`src/rtl/fejkon_pcie_mm_sequencer.sv`:
```
// Bridges PCIe memory requests onto a single 32-bit Avalon-MM master, one transaction at a time.
// Reads produce a completion (with timeout fallback); writes are posted.
module fejkon_pcie_mm_sequencer #(
  parameter int unsigned TIMEOUT_CYCLES = 1024,
  parameter logic [31:0] ADDR_MASK      = 32'h0000_FFFF
) (
  input  logic         clk,
  input  logic         reset_n,
  input  logic [127:0] mem_access_req_data,
  input  logic         mem_access_req_valid,
  output logic         mem_access_req_ready,
  output logic [127:0] mem_access_resp_data,
  output logic         mem_access_resp_valid,
  input  logic         mem_access_resp_ready,
  output logic [31:0]  mm_address,
  output logic [3:0]   mm_byteenable,
  output logic         mm_read,
  output logic         mm_write,
  output logic [31:0]  mm_writedata,
  input  logic [31:0]  mm_readdata,
  input  logic         mm_readdatavalid,
  input  logic         mm_waitrequest,
  input  logic [1:0]   mm_response
);

  typedef enum logic [2:0] {IDLE, RD_CMD, RD_WAIT, WR_CMD, RESP} state_t;

  localparam logic [15:0] CNT_LAST = 16'(TIMEOUT_CYCLES - 1);

  state_t      state, state_n;
  logic        ready_q;
  logic        accept;
  logic [15:0] id_q;
  logic [7:0]  tag_q;
  logic [29:0] addr_q;
  logic [31:0] wdata_q;
  logic [3:0]  be_q;
  logic [31:0] rdata_q;
  logic        err_q;
  logic [15:0] cnt_q;

  logic unused_req_bits;
  assign unused_req_bits = ^{mem_access_req_data[127:100], mem_access_req_data[63],
                             mem_access_req_data[32]};

  // ready is registered so that it reads 0 during reset even though state is IDLE
  assign mem_access_req_ready = ready_q;

  always_comb begin
    state_n               = state;
    accept                = 1'b0;
    mem_access_resp_valid = 1'b0;
    mem_access_resp_data  = '0;
    mm_read               = 1'b0;
    mm_write              = 1'b0;
    mm_address            = '0;
    mm_byteenable         = '0;
    mm_writedata          = '0;
    case (state)
      IDLE: begin
        if (mem_access_req_valid && ready_q) begin
          accept  = 1'b1;
          state_n = mem_access_req_data[0] ? WR_CMD : RD_CMD;
        end
      end
      RD_CMD: begin
        mm_read       = 1'b1;
        mm_address    = {addr_q, 2'b00} & ADDR_MASK;
        mm_byteenable = be_q;
        if (!mm_waitrequest) state_n = mm_readdatavalid ? RESP : RD_WAIT;
      end
      RD_WAIT: begin
        if (mm_readdatavalid || cnt_q == CNT_LAST) state_n = RESP;
      end
      WR_CMD: begin
        mm_write      = 1'b1;
        mm_address    = {addr_q, 2'b00} & ADDR_MASK;
        mm_byteenable = be_q;
        mm_writedata  = wdata_q;
        if (!mm_waitrequest) state_n = IDLE;
      end
      RESP: begin
        mem_access_resp_valid = 1'b1;
        mem_access_resp_data  = {63'b0, err_q, rdata_q, 3'b000, addr_q[4:0], tag_q, id_q};
        if (mem_access_resp_ready) state_n = IDLE;
      end
      default: state_n = IDLE;
    endcase
  end

  always_ff @(posedge clk) begin
    if (!reset_n) begin
      state   <= IDLE;
      ready_q <= 1'b0;
      id_q    <= '0;
      tag_q   <= '0;
      addr_q  <= '0;
      wdata_q <= '0;
      be_q    <= '0;
      rdata_q <= '0;
      err_q   <= 1'b0;
      cnt_q   <= '0;
    end else begin
      state   <= state_n;
      ready_q <= (state_n == IDLE);
      if (accept) begin
        id_q    <= mem_access_req_data[16:1];
        tag_q   <= mem_access_req_data[24:17];
        addr_q  <= mem_access_req_data[62:33];
        wdata_q <= mem_access_req_data[95:64];
        be_q    <= mem_access_req_data[0] ? mem_access_req_data[99:96] : 4'hF;
      end
      case (state)
        RD_CMD: begin
          if (!mm_waitrequest) begin
            cnt_q <= '0;
            if (mm_readdatavalid) begin
              rdata_q <= mm_readdata;
              err_q   <= (mm_response != 2'b00);
            end
          end
        end
        RD_WAIT: begin
          cnt_q <= cnt_q + 16'd1;
          // returned data takes priority over a timeout landing in the same cycle
          if (mm_readdatavalid) begin
            rdata_q <= mm_readdata;
            err_q   <= (mm_response != 2'b00);
          end else if (cnt_q == CNT_LAST) begin
            rdata_q <= '1;
            err_q   <= 1'b1;
          end
        end
        default: ;
      endcase
    end
  end

endmodule

```
`config.mk`:
```
export PLATFORM = sky130hd
export DESIGN_NAME = fejkon_pcie_mm_sequencer
export DESIGN_NICKNAME = d
export VERILOG_FILES = /design/src/rtl/fejkon_pcie_mm_sequencer.sv
export SDC_FILE = /design/constraint.sdc
export NUM_CORES = 1
export LEC_CHECK = 0
export CORE_AREA = 2 2 143 145
export DETAILED_ROUTE_END_ITERATION = 7
export DIE_AREA = 0 0 145 147
export PLACE_DENSITY = 0.71
export REMOVE_ABC_BUFFERS = 1
export SLEW_MARGIN = 15
export SYNTH_ARGS = -nofsm -noshare
export SYNTH_HDL_FRONTEND = slang
export SYNTH_SLANG_ARGS = --single-unit
```
`constraint.sdc`:
```
create_clock -name clk -period 2.5 [get_ports clk]
set_clock_uncertainty 0.1 [all_clocks]
set_input_delay 0.5 -clock clk [delete_from_list [all_inputs] [get_ports clk]]
set_output_delay 0.5 -clock clk [all_outputs]
set_load 0.03 [all_outputs]
```
# ---- Word level (Yosys, flattened, before mapping)
# Index checks and enable logic that the tools add are counted.
dict set report word_totals {
  regBits 127
  in_bits 168
  word_cells 58
}
dict set report op_classes {
  addsub 1
  n_eq_ne 8
  muxes 30
  reduce_logical 9
}
# operator count
set op_table {}
lappend op_table {{$mux 32} 5}
lappend op_table {{$mux 65} 1}
lappend op_table {{$pmux 32 s2} 1}
lappend op_table {{$mux 16} 2}
lappend op_table {{$pmux 16 s2} 1}
lappend op_table {{$mux 3} 6}
lappend op_table {{$add 16x1->16 const B} 1}
lappend op_table {{$eq 16x10->1 const B} 1}
lappend op_table {{$pmux 3 s5} 1}
lappend op_table {{$mux 1} 9}
lappend op_table {{$mux 4} 2}
lappend op_table {{$eq 3x2->1 const B} 2}
lappend op_table {{$logic_not 3->1} 2}
lappend op_table {{$ne 2x2->1 const B} 2}
lappend op_table {{$reduce_and 4->1} 1}
lappend op_table {{$reduce_bool 2->1} 2}
lappend op_table {{$eq 3x1->1 const B} 1}
lappend op_table {{$eq 3x3->1 const B} 1}
lappend op_table {{$ne 3x3->1 const B} 1}
lappend op_table {{$mux 2} 1}
lappend op_table {{$pmux 1 s2} 1}
lappend op_table {{$reduce_and 2->1} 1}
lappend op_table {{$reduce_or 2->1} 1}
lappend op_table {{$logic_and 1x1->1} 1}
lappend op_table {{$logic_or 1x1->1} 1}

# ---- Depth between registers and ports, before layout
# Gate-level depths: netlist (run 1).
dict set report logic_depth {
  word_depth 5
  ltp_mapped 8
  depth_no_buf 5
}

# ---- Worst setup path before layout (run 1)
# No wires, ideal clock.
dict set report synth_path {
  path_kind {input to register}
  start {input port mm_waitrequest}
  end {register rdata_q[1]}
  setup_ns 0.139
  arrival_ns 1.878
  required_ns 2.261
  path_slack_ns 0.384
  path_stages 6
  n_path_buf 2
  path_cell_list {or4b_2 buf_2 nand2_1 nand2_1 buf_2 a2bb2oi_1}
}
dict set report synth_between {
  elab_chain_len 2
}
# element line_no
set synth_lines {}
lappend synth_lines {{start, declared} 22} ;# input logic mm_waitrequest,
lappend synth_lines {{$ne 2x2->1 (no source line)} -}
lappend synth_lines {{$reduce_and 4->1 (no source line)} -}
lappend synth_lines {{end signal, assigned} 118} ;# rdata_q <= mm_readdata;
lappend synth_lines {{end signal, assigned} 127} ;# rdata_q <= mm_readdata;
lappend synth_lines {{end, declared} 38} ;# logic [31:0] rdata_q;
# Every way passes these cells.
# A chain may end at the register's enable or synchronous reset.

# ---- Worst setup path after layout (run 1)
dict set report layout_path {
  start {register state[0]}
  end {output port mm_writedata[28]}
}
dict set report layout_between {
  elab_chain_len 2
}
# element line_no
set layout_lines {}
lappend layout_lines {{start, declared} 30} ;# state_t state, state_n;
lappend layout_lines {{start signal, assigned} 104} ;# state <= state_n;
lappend layout_lines {{$eq 3x2->1} 59} ;# case (state)
lappend layout_lines {{$mux 32} 59}
lappend layout_lines {{end, declared} 19} ;# output logic [31:0] mm_writedata,
# Every way passes these cells.

==> results.txt, run 1 <==
Std-Cell Rows: 52
global-route wire length before repair: 29,360 um
Chip Width: 145 um
H-tree levels: 4
status: finished clean
register bit total from synthesis: 127
crit path kind: reg2out
post-synth top area cell: dfxtp_1
Hold Crit Start: rdata_q[6]
slowest cell on the critical path: dfxtp_1
die area: 21,320 um^2
Core ar.: 19,840 um^2
Crit. End Element: primary output
via count: 5,975
Port Buffer Count: 230
RSZ-0062 raised after global routing: false
largest fanout on the critical path: 48
most frequent cells in the layout: 191 x nand2_1, 126 x dfxtp_1, 114 x clkdlybuf4s50_1
worst hold stages: 2
drt first pass iters: 4
Pwr Total: 5.683 mW
asr flop ratio synth: 0%
Starting DRT DRC Count: 346
Final #Nets: 1,179
YS warnings: 0
Cell variety after synth: 51
n_diodes: 0
Detail Route Antenna Nets: 0
Hold/Removal Path Class: reg2reg
layout cells sized above 1: 11.53%
largest net degree at the start of global routing: 98
Tmin final: 2.361 ns
Placer Congestion: 0.7931
Synth top area share: 39.82%
fin crit share: 94.42%
final WL: 18,290 um
Post-synth EDFFs: 0
Crit path buffers/inverters: 3
CP Cell Sequence: nor2b_4, buf_12, buf_12, and3_1, buf_4
CTS tree: done
CP arrival: 1.76 ns
maxcap violations: 0
sequential element share of the synthesized area: 39.82%
worst-case clock buffer depth: 2
CP delay by family, top: buffers and inverters
Final Hold Violating Endpoints: 0
Synth area leaders: dfxtp_1 40%, nand2_1 11%, buf_4 9.9%, and3_1 9.2%, a21boi_0 6.0%
Synth Instances: 802
Detail Placement HPWL: 12,120 um
Layout area overhead: 43.88%
RR Endpoint: cnt_q[12]
I/O pin cnt: 368
Critical R2R Launch: state[1]
grt ovf: 0
hold buffers post-CTS: 0
clk sinks: 127
top_reg_cell synth: dfxtp_1
synthesized area: 6385 um^2
endpoints failing setup: 0
filler instances: 2,008
Most common cell on crit path: buf_12
PwrDens: 618.6 nW/um^2
leading cell type in the layout, fill and taps excluded: nand2_1
r2r worst-path depth: 5
clk_lat worst skew: 0.42 ns
startpoint types: register
leakage: 4.287 nW
Req. time, crit path: 1.90 ns
Reg clk slew, reported paths: 0.05 ns
R2R Setup Slk: 0.37 ns
DRC: 0
Initial Util: 32.18%
WL/cell: 14.15 um
Max stage delay on crit path: 0.40 ns
die span in y: 147 um
CTS buffer count: 17
vias in the first global route: 5,727
clock root cell: clkbuf_16
Critical Path Stages: 5
WHS: 0.3425 ns
initial antenna violation count: 0
Slew Limit Fails: 0
Hold EP: rdata_q[6]
vias per cell: 4.621
Mean Syn Cell Area: 7.961 um^2
highest clock rate: 423.6 MHz
GRT Util Overall: 16.99%
worst ir drop on vdd: 0.4584 mV
## flip-flops by register name (all words and copies together), names as in the netlist
signal / flops
cnt_q: 16
err_q: 1
wdata_q: 32
id_q: 16
mem_access_req_ready: 1
tag_q: 8
state: 3
addr_q: 14
be_q: 4
rdata_q: 32
## area by class of cell
class,count,area [um^2],area share [%]
sequential,127,2544,27.69
tap,270,337.8,3.677
inverter,5,18.77,0.2043
clock inverter,11,140.1,1.525
multi-input combinational,601,3264,35.54
timing repair buffer,258,2431,26.46
clock buffer,21,450.4,4.903
## cells by family (layout without fill, tap and decap cells)
| logic type | Yosys count | count (layout) | synth area share (%) |
|---|---|---|---|
| and+or+nand+nor | 377 | 377 | 29.51 |
| buffers and inverters | 157 | 295 | 14.40 |
| AOI/OAI and AO/OA | 136 | 136 | 15.50 |
| DFF | 127 | 127 | 39.82 |
| muxes | 3 | 3 | 0.5095 |
| adders and majority gates | 1 | 1 | 0.1959 |
| other | 1 | 84 | 0.05873 |
## layer usage
layer / up-vias / track usage, % / part of all wire, %
li1: 2978 / - / -
met1: 2751 / 19.75 / 43
met2: 225 / 29.62 / 48
met3: 21 / 5.621 / 7.6
met4: 0 / 5.446 / 1.7
met5: - / 0 / 0
## Yosys cell counts (all sizes together), types with 2 or more instances
master,instances
o221a,2
a21oi,29
nor4,5
inv,4
nor2b,3
a31oi,4
and2,22
nor2,10
buf,93
o31ai,4
nand2,191
nor3b,5
clkbuf,59
or3,4
nor3,9
nand3b,5
a2bb2oi,32
dfxtp,127
and3,94
a21boi,51
or4bb,2
a21o,2
o21ai,4
nand4,5
or4,3
mux2,2
nand2b,2
nand3,10
nand4b,2
## how the worst max path moves through the flow
stage,startpoint,to
global placement,mm_waitrequest,rdata_q[27]
global route,state[0],mem_access_resp_data[50]
detailed placement,mm_readdatavalid,rdata_q[17]
CTS,state[0],mm_writedata[28]
floorplan,state[1],be_q[0]
finish,state[0],mm_writedata[28]
## worst reg2reg max path, cell delays in order, from the launching register on
cell	delay [ns]
dfxtp_1	0.37
buf_4	0.19
or3b_1	0.37
or3_1	0.47
or4_1	0.43
a21oi_1	0.14
## what timing repair did
item | 4_1_cts | 5_1_grt
setup endpoints to repair | 66 | 2
buffers inserted | 1 | 1
hold endpoints to repair | 0 | 0
resized for setup | 67 | 0
## metrics by stage
stage | worst slack [ns] | util (%) | instance area (um^2) | instances | TNS [ns]
2_1_floorplan | -2.300 | - | 5796 | 733 | -269.44
3_3_place_gp | 0.08190 | 43.58 | 8647 | 1259 | 0
3_5_place_dp | 0.04784 | 43.58 | 8647 | 1259 | 0
4_1_cts | 0.01711 | 46.25 | 9179 | 1292 | 0
5_1_grt | 0.02662 | 46.29 | 9186 | 1293 | 0
6_report | 0.1395 | 46.29 | 9186 | 1293 | 0
## power by group
| group | internal [mW] | switching, mW | total, mW |
|---|---|---|---|
| combinational | 0.380 | 0.571 | 0.951 |
| clock | 1.59 | 0.910 | 2.50 |
| sequential | 2.17 | 0.0649 | 2.24 |
| total | 4.14 | 1.55 | 5.68 |
(Power assumes the default switching activity.)
==> run 2, diff against run 1 <==
--- a/config.mk
+++ b/config.mk
@@ -5,11 +5,13 @@
 export SDC_FILE = /design/constraint.sdc
 export NUM_CORES = 1
 export LEC_CHECK = 0
-export CORE_AREA = 2 2 143 145
+export ABC_AREA = 1
+export CORE_AREA = 2 2 141 143
 export DETAILED_ROUTE_END_ITERATION = 7
-export DIE_AREA = 0 0 145 147
-export PLACE_DENSITY = 0.71
+export DIE_AREA = 0 0 143 145
+export PLACE_DENSITY = 0.72
 export REMOVE_ABC_BUFFERS = 1
+export SETUP_SLACK_MARGIN = 0.05
 export SLEW_MARGIN = 15
 export SYNTH_ARGS = -nofsm -noshare
 export SYNTH_HDL_FRONTEND = slang
==> run 2 against run 1 <==
Against the previous run: critical path depth shrank 1; final area decreased by 4.1%; non-clock buffer count decreased by 12; fmax increased by 0.58%; register-to-register slack improved by 0.24 ns; critical path type unchanged; power increased by 4.1%; synthesized cell count up 7.1%; global-route usage decreased by 1.2 points; sequential power is 2% higher; clock power increased by 2%; clock-buffer cell count decreased by 4.
==> results.txt, run 2 <==
CP arrival: 1.75 ns (about the same)
RSZ-0062 raised after global routing: false
top_reg_cell synth: dfxtp_1
post-synth top area cell: dfxtp_1
met3 track utilization from global routing: 4.521% (-1.1 points)
leading cell type in the layout, fill and taps excluded: nor2_1
via count: 5,735 (-4.0%)
setup tns final: 0 ns (unchanged)
maxcap violations: 0 (unchanged)
clk_lat worst skew: 0.41 ns (about the same)
Synth Instances: 859 (+7.1%)
leakage: 3.678 nW (-14%)
CTS tree: done
Chip Width: 143 um (-1.4%)
endpoints failing setup: 0 (unchanged)
grt ovf: 0 (unchanged)
die span in y: 145 um (-1.4%)
Top Registers: rdata_q x32, wdata_q x32
max_slew headroom: 66.22%
highest clock rate: 426.1 MHz (+0.58%)
total area of sequential cells: 2542 um^2 (about the same)
I/O pin cnt: 368 (unchanged)
cell count after placement: 1,321 (+4.9%)
drt first pass iters: 4 (unchanged)
startpoint types: register
largest fanout on the critical path: 4 (-92%)
WL/cell: 12.17 um (-14%)
Post-synth EDFFs: 0 (unchanged)
Critical R2R Launch: state[2]
worst hold stages: 2 (unchanged)
met1 usage: 19.24% (-0.52 points)
Cell variety after synth: 33 (-35%)
Hold Crit Start: addr_q[8]
Starting DRT DRC Count: 319 (-7.8%)
Final Hold Violating Endpoints: 0 (unchanged)
n_diodes: 0 (unchanged)
Detail Placement HPWL: 11,850 um (-2.2%)
Synth top area share: 40.50% (+0.68 points)
Core ar.: 19,210 um^2 (-3.2%)
status: finished clean
Slew Limit Fails: 0 (unchanged)
filler instances: 1,991 (-0.85%)
Req. time, crit path: 1.90 ns (about the same)
Final #Nets: 1,245 (+5.6%)
final WL: 16,480 um (-9.9%)
Multi-input gate area: 2646 um^2 (-19%)
global-route wire length before repair: 26,260 um (-11%)
Reg clk slew, reported paths: 0.06 ns (about the same)
r2r worst-path depth: 10 (+5)
Synth area leaders: dfxtp_1 41%, buf_4 10%, nor2_1 8.7%, inv_1 7.7%, a21oi_1 6.9%
Placer Congestion: 0.8257 (+4.1%)
die area: 20,740 um^2 (-2.7%)
clk sinks: 127 (unchanged)
vias in the first global route: 5,265 (-8.1%)
YS warnings: 0 (unchanged)
Port Buffer Count: 230 (unchanged)
Tmin final: 2.347 ns (-0.01360 ns)
H-tree levels: 4 (unchanged)
Top Usage Layer GRT: met2
CTS buffer count: 17 (unchanged)
PwrDens: 671.1 nW/um^2 (+8.5%)
largest net degree at the start of global routing: 135 (+38%)
GRT Util Overall: 15.79% (-1.2 points)
layout cells sized above 1: 16.62% (+5.1 points)
clock root cell: clkbuf_16
worst ir drop on vdd: 0.4153 mV (-9.4%)
Std-Cell Rows: 51 (-1.9%)
asr flop ratio synth: 0% (unchanged)
Worst-Margin Slew: 0.5068 ns
Detail Route Antenna Nets: 0 (unchanged)
initial antenna violation count: 0 (unchanged)
RR Endpoint: rdata_q[31]
Crit. End Element: primary output
fin crit share: 93.88% (-0.54 points)
WHS: 0.3495 ns (+0.007008 ns)
vias per cell: 4.236 (-8.3%)
register bit total from synthesis: 127 (unchanged)
count leader, synth: nor2_1
Final Non-Filler Cells: 1,354 (+4.7%)
sequential element share of the synthesized area: 40.50% (+0.68 points)
Hold EP: addr_q[8]
Initial Util: 32.68% (+0.51 points)
synthesized area: 6277 um^2 (-1.7%)
DRC: 0 (unchanged)
crit path kind: reg2out
worst-case clock buffer depth: 2 (unchanged)
Post-synth top cells: 146 x nor2_1, 129 x inv_1, 127 x dfxtp_1
Layout area overhead: 40.36%
most frequent cells in the layout: 146 x nor2_1, 129 x inv_1, 127 x dfxtp_1
met2 usage: 25.86% (-3.8 points)
R2R Setup Slk: 0.61 ns (+0.24 ns)
Hold/Removal Path Class: reg2reg
Mean Syn Cell Area: 7.308 um^2 (-8.2%)
## run 2: cell type report
cell class,count,share of cell area (%)
Inverter,133,5.694
Sequential cell,127,28.86
Timing Repair Buffer,246,24.75
Clock inverter,15,2.073
Clock buffer,17,4.828
Multi-Input combinational cell,551,30.03
Tap cell,265,3.763
## run 2: through the flow
stage | util [%] | cell area [um^2] | total power [mW] | setup WS (ns)
2_1_floorplan | - | 5682 | 2.983 | -0.1848
3_3_place_gp | 43.57 | 8369 | 3.380 | 0.2197
3_5_place_dp | 43.57 | 8369 | 3.401 | 0.2058
4_1_cts | 46.39 | 8910 | 5.981 | 0.05027
5_1_grt | 45.87 | 8811 | 6.212 | 0.06440
6_report | 45.87 | 8811 | 5.913 | 0.1531
## run 2: report_power, final
group          internal, mW  total (mW)  leakage (nW)  switching (mW)
sequential             2.24        2.29          1.04          0.0535
combinational         0.386        1.06          2.35           0.678
clock                  1.58        2.56         0.287           0.978
total                  4.20        5.91          3.68            1.71
## run 2: worst max-delay path: stages, from the launching register on
cell and delay (ns):
dfxtp_1 0.34, clkinv_2 0.10, nand2_2 0.06, nor2_1 0.12, clkdlybuf4s50_1 0.71
## run 2: how the worst max path moves through the flow
stage                     startpoint                       end  slack, ns  cells after the start
after detailed placement    state[0]  mem_access_resp_data[20]       0.21                      4
after CTS                   state[2]          mm_writedata[18]       0.05                      7
after floorplan             state[2]           mm_writedata[0]      -0.18                      5
final                       state[2]                  mm_write       0.15                      4
after global placement      state[0]   mem_access_resp_data[6]       0.22                      4
after global routing        state[2]                  mm_write       0.06                      4
## run 2: cell families after synthesis
group | after synthesis | share of synthesized area (%)
AO/OA/AOI/OAI | 240 | 21.47
adder cells (fa/ha/maj) | 1 | 0.1993
flip-flops | 127 | 40.50
AND/OR/NAND/NOR | 226 | 15.35
buffers and inverters | 264 | 22.42
other | 1 | 0.05974
## run 2: what timing repair did
action	CTS	global route
gates cloned	0	0
setup endpoints to repair	114	80
hold buffers	0	0
setup buffers	0	1
gates resized for setup	73	62
pin swaps	0	0
## run 2: routing by layer
metal | wire length [um] | share of wire, % | vias up
li1 | - | - | 2961
met1 | 7127 | 43 | 2558
met2 | 7974 | 48 | 194
met3 | 1062 | 6.4 | 22
met4 | 316 | 1.9 | 0
met5 | 0 | 0 | -
